[config.mk]
export PLATFORM = sky130hd
export DESIGN_NAME = vmem_width_conv
export DESIGN_NICKNAME = d
export VERILOG_FILES = /design/src/rtl/vmem_width_conv.sv
export SDC_FILE = /design/constraint.sdc
export NUM_CORES = 1
export LEC_CHECK = 0
export CORE_UTILIZATION = 39
export CTS_CLUSTER_SIZE = 25
export DETAILED_ROUTE_END_ITERATION = 8
export PLACE_DENSITY = 0.69
export SYNTH_ARGS = -nofsm -noshare
export SYNTH_HDL_FRONTEND = slang
export SYNTH_SLANG_ARGS = --single-unit
[constraint.sdc]
create_clock -name clk_i -period 4.7 [get_ports clk_i]
set_input_delay 1.175 -clock clk_i [delete_from_list [all_inputs] [get_ports clk_i]]
set_output_delay 1.175 -clock clk_i [all_outputs]
set_load 0.05 [all_outputs]
[src/rtl/vmem_width_conv.sv]
// vmem_width_conv: splits one wide vector-memory access into one or two narrow memory beats
// and reassembles the in-order beat responses into a single wide response.
module vmem_width_conv #(
  parameter int VMEM_W = 128,
  parameter int MEM_W  = 64
) (
  input  logic                clk_i,
  input  logic                rst_ni,
  input  logic                vmem_req_i,
  output logic                vmem_gnt_o,
  input  logic [31:0]         vmem_addr_i,
  input  logic                vmem_we_i,
  input  logic [VMEM_W/8-1:0] vmem_be_i,
  input  logic [VMEM_W-1:0]   vmem_wdata_i,
  output logic                vmem_rvalid_o,
  output logic [VMEM_W-1:0]   vmem_rdata_o,
  output logic                vmem_err_o,
  output logic                mem_req_o,
  input  logic                mem_gnt_i,
  output logic [31:0]         mem_addr_o,
  output logic                mem_we_o,
  output logic [MEM_W/8-1:0]  mem_be_o,
  output logic [MEM_W-1:0]    mem_wdata_o,
  input  logic                mem_rvalid_i,
  input  logic [MEM_W-1:0]    mem_rdata_i,
  input  logic                mem_err_i
);
  localparam int BW = MEM_W / 8;
  if (VMEM_W != 2 * MEM_W) begin : g_bad_width
    $error("vmem_width_conv: VMEM_W must equal 2*MEM_W");
  end
  typedef enum logic [2:0] {IDLE, ISSUE_LO, ISSUE_HI, WAIT_RSP, RESP} state_t;
  state_t state, state_n;
  logic [27:0]         addr_q;
  logic                we_q, lo_q, hi_q, err_q;
  logic [VMEM_W/8-1:0] be_q;
  logic [VMEM_W-1:0]   wdata_q, rdata_q;
  logic [1:0]          exp_q, rcv_q;
  logic                lo_pl, hi_pl, issue, is_hi, unused_addr;
  // an all-zero write still issues one (empty) lo beat so the upstream gets a response
  assign lo_pl = !vmem_we_i || |vmem_be_i[BW-1:0] || !(|vmem_be_i[2*BW-1:BW]);
  assign hi_pl = !vmem_we_i || |vmem_be_i[2*BW-1:BW];
  assign unused_addr = ^vmem_addr_i[3:0];
  assign vmem_gnt_o = state == IDLE && vmem_req_i;
  assign issue = state == ISSUE_LO || state == ISSUE_HI;
  assign is_hi = state == ISSUE_HI;
  assign mem_req_o = issue;
  assign mem_addr_o = issue ? {addr_q, is_hi, 3'b000} : '0;
  assign mem_we_o = issue && we_q;
  assign mem_be_o = issue ? (is_hi ? be_q[2*BW-1:BW] : be_q[BW-1:0]) : '0;
  assign mem_wdata_o = issue ? (is_hi ? wdata_q[VMEM_W-1:MEM_W] : wdata_q[MEM_W-1:0]) : '0;
  assign vmem_rvalid_o = state == RESP;
  assign vmem_rdata_o = rdata_q;
  assign vmem_err_o = err_q;
  always_ff @(posedge clk_i or negedge rst_ni) begin
    if (!rst_ni) state <= IDLE;
    else state <= state_n;
  end
  always_comb begin
    state_n = state;
    case (state)
      IDLE:     if (vmem_req_i) state_n = lo_pl ? ISSUE_LO : ISSUE_HI;
      ISSUE_LO: if (mem_gnt_i) state_n = hi_q ? ISSUE_HI : WAIT_RSP;
      ISSUE_HI: if (mem_gnt_i) state_n = WAIT_RSP;
      WAIT_RSP: if (rcv_q + 2'(mem_rvalid_i) == exp_q) state_n = RESP;
      RESP:     state_n = IDLE;
      default:  state_n = IDLE;
    endcase
  end
  // responses may arrive while beats are still being issued, so count them in any busy state
  always_ff @(posedge clk_i or negedge rst_ni) begin
    if (!rst_ni) begin
      addr_q  <= '0;
      we_q    <= 1'b0;
      be_q    <= '0;
      wdata_q <= '0;
      rdata_q <= '0;
      lo_q    <= 1'b0;
      hi_q    <= 1'b0;
      err_q   <= 1'b0;
      exp_q   <= '0;
      rcv_q   <= '0;
    end else if (vmem_gnt_o) begin
      addr_q  <= vmem_addr_i[31:4];
      we_q    <= vmem_we_i;
      be_q    <= vmem_be_i;
      wdata_q <= vmem_wdata_i;
      rdata_q <= '0;
      lo_q    <= lo_pl;
      hi_q    <= hi_pl;
      err_q   <= 1'b0;
      exp_q   <= 2'(lo_pl) + 2'(hi_pl);
      rcv_q   <= '0;
    end else if (state != IDLE && mem_rvalid_i) begin
      rcv_q <= rcv_q + 2'd1;
      err_q <= err_q | mem_err_i;
      if (rcv_q == 2'd0 && lo_q) rdata_q[MEM_W-1:0] <= mem_rdata_i;
      else rdata_q[VMEM_W-1:MEM_W] <= mem_rdata_i;
    end
  end
endmodule

==> flow_metrics.py <==
metrics = {
    "status": {
        "run_status": "finished clean",
    },
    "sta": {
        "slew_violations": 0,
        "fin_worst_skew_ns": 0.00865,
        "period_needed_ns": 4.33,
        "fin_ws_ns": 0.366,
        "fmax_ghz": 0.231,
        "setup_viol": 0,
        "tns_ns": 0,
        "hold_violations": 0,
        "worst-slew-pin-transition_ns": 1.20,
        "rsz0062_at_grt": "false",
        "post-route-period-util_pct": 92.2,
        "max-slew-margin-rel_pct": 20.0,
    },
    "pwr": {
        "power_density_nw_per_um2": 884,
        "vdd_drop_max_mv": 0.608,
        "leakagePower_nw": 9.37,
    },
    "synth": {
        "synth_compound_area_share_pct": 8.26,
        "synth_cell_types": 48,
        "synth_top_family_by_area": "simple AND/OR/NAND/NOR gates",
        "synth-adder-area-share_pct": 0.279,
        "yosysTopAreaCell": "dfrtp_1",
        "async_reset_ff_share_pct": 100,
        "synthTopCellsByArea": "dfrtp_1 (58%), nand2_1 (26%), a21oi_1 (5.1%)",
        "avgSynthCellArea_um2": 8.24,
        "synth_warnings": 0,
        "synth_top_area_share_pct": 57.9,
        "netlist_area_um2": 13400,
        "synth-edff-count": 0,
        "synthSimpleGateAreaFrac_pct": 28.6,
        "synthFlopType": "dfrtp_1",
        "synth_mux_area_share_pct": 0.0838,
        "synth_cells": 1631,
        "ys_seq_area_share_pct": 57.9,
        "post_synth_xor_area_fraction_pct": 0.298,
        "ys_seq_elements": 311,
    },
    "place": {
        "hpwl_um": 28500,
        "io_buffers": 476,
        "place_congestion": 0.852,
        "place_ws_ns": 0.879,
    },
    "global_routing": {
        "grtUsageMet2_pct": 40.1,
        "grt_use_met1_pct": 29.1,
        "grt_max_degree": 241,
        "gr-usage-met3_pct": 6.46,
        "antenna_found_initial": 3,
        "grt_pass1_wl_um": 67200,
        "grtUsageTotal_pct": 24.0,
        "grt_remaining_overflow": 0,
        "busiest_layer": "met2",
        "grt_pass1_vias": 12200,
    },
    "floorplanning": {
        "num_rows": 67,
        "dieArea_um2": 35200,
        "die_w_um": 188,
        "start_util_pct": 39.9,
        "io_pins": 484,
        "die_h_um": 188,
        "core_area_um2": 33700,
    },
    "finish": {
        "multi_input_area_um2": 5080,
        "fin_nets": 2306,
        "drive_gt1_share_pct": 7.29,
        "fillers": 3036,
        "area_growth_syn_to_layout_pct": 46.1,
        "seqCellArea_um2": 7780,
    },
    "clocking": {
        "clock_latency_ns": 0.51,
        "cts_root_buffer": "clkbuf_16",
        "cts_num_sinks": 311,
        "path_clk_slew_ns": 0.06,
        "cts_hold_buf": 0,
        "post_cts_buffers": 0,
        "clockBufferDepth": 3,
        "cts_tree": "done",
        "cts-htree-levels": 2,
        "post_cts_resized": 0,
        "cts_buffers": 36,
    },
    "drt": {
        "route.detailed.drc": 0,
        "first_pass_iters": 5,
        "vias": 12300,
        "via_per_inst": 4.85,
        "ant_nets": 0,
        "wl_um": 42400,
        "drt_iter0_markers": 631,
        "post_drt_wl_per_cell_um": 16.7,
    },
    "critical_path": {
        "critPathArrivalTime_ns": 3.16,
        "reg2reg_depth": 5,
        "cp.required_ns": 3.52,
        "start_kind": "flip-flop",
        "r2r_slack_ns": 2.01,
        "path_class": "reg -> out",
        "end_kind": "output port",
        "timing.rr.end": "vmem_rdata_o[59]",
        "cp_max_fo": 33,
        "reg2reg_from": "state[0]",
    },
    "flow_run": {
        "maxCapViolCount": 0,
    },
    "hold_path": {
        "hp-class": "reg -> reg",
        "whs_path_depth": 2,
        "holdPathEnd": "addr_q[3]",
        "min_from": "addr_q[3]",
    },
}
-- routing by layer --
metal  part of all wire (%)  vias to the layer above
met3                    8.1                       86
met5                  0.031                        -
met1                     40                     5788
met2                     48                      479
li1                       -                     5932
met4                    4.0                        2
-- state kept, by name (all words and copies together) (netlist names) --
| signal | flops |
|---|---|
| rcv_q | 2 |
| addr_q | 28 |
| state | 3 |
| hi_q | 1 |
| be_q | 16 |
| exp_q | 2 |
| wdata_q | 128 |
| lo_q | 1 |
| vmem_rdata_o | 128 |
| vmem_err_o | 1 |
| we_q | 1 |
-- cell usage in the layout (no fill, tap or decap), types with 4 or more instances in the layout --
master and n:
o21ai_1 20, bufinv_16 6, clkbuf_1 6, o21ai_0 44, inv_1 4, clkdlybuf4s50_1 421
inv_6 6, buf_12 7, dfrtp_1 311, a21oi_1 138, and2_1 29, clkbuf_16 37
buf_4 68, nand2_1 929, clkbuf_8 7
-- cell usage after synthesis (3+ instances only) --
master / count
clkbuf_1: 31
buf_6: 6
and2_1: 29
inv_1: 4
buf_2: 48
o21ai_1: 20
dfrtp_1: 311
nand2b_1: 3
nand2_1: 929
buf_4: 13
buf_1: 10
clkbuf_2: 4
a21oi_1: 138
o21ai_0: 44
ha_1: 3
-- cells by family (layout without fill, tap and decap cells) --
kind of cell / Yosys count / count (layout)
AND/OR/NAND/NOR: 981 / 981
flip-flops: 311 / 311
AO/OA/AOI/OAI: 213 / 213
buffers and inverters: 118 / 569
adder cells (fa/ha/maj): 3 / 3
XOR/XNOR: 3 / 3
other: 1 / 5
multiplexers: 1 / 1
-- worst max-delay path: stages (launching register included) --
cell,delay (ns)
dfrtp_1,0.59
nor2b_1,0.26
nand2b_2,0.11
inv_2,0.55
nand2_1,0.11
a21oi_1,0.16
clkdlybuf4s50_1,0.86
-- area by class of cell --
| type | count | share of cell area [%] |
|---|---|---|
| Antenna cell | 2 | 0.0255 |
| Inverter | 6 | 0.140 |
| Clock buffer | 50 | 5.32 |
| Clock inverter | 16 | 1.29 |
| Multi-Input combinational cell | 1204 | 25.9 |
| Tap cell | 448 | 2.86 |
| Sequential cell | 311 | 39.6 |
| Timing Repair Buffer | 497 | 24.9 |
-- worst max-delay path by stage --
stage | start | endpoint | slack [ns] | depth (start not counted)
after floorplan | state[1] | mem_wdata_o[54] | 1.37 | 8
after global placement | state[1] | mem_wdata_o[35] | 0.93 | 6
after detailed placement | state[1] | mem_wdata_o[35] | 0.88 | 6
after CTS | state[1] | mem_wdata_o[35] | 0.33 | 6
after global routing | state[1] | mem_wdata_o[52] | 0.18 | 6
final | state[1] | mem_wdata_o[52] | 0.37 | 6
-- where the power goes --
group          internal, mW  total [mW]  leakage (nW)  switching (mW)
Clock                  1.90        3.04         0.633            1.14
Combinational          2.94        9.83          4.82            6.89
Sequential             3.86        4.48          3.92           0.625
-- stage by stage --
stage | utilization (%) | hold WS, ns | area [um2] | std cells | power, mW
floorplan | - | 0.437 | 13400 | 1633 | 11.2
global placement | 54.4 | 0.449 | 18300 | 2466 | 14.3
detailed placement | 54.4 | 0.454 | 18300 | 2466 | 14.4
CTS | 58.2 | 0.468 | 19600 | 2532 | 17.5
global route | 58.2 | 0.487 | 19600 | 2534 | 18.4
finish | 58.2 | 0.463 | 19600 | 2534 | 17.4
No activity file was read; power rests on OpenSTA's default activity.
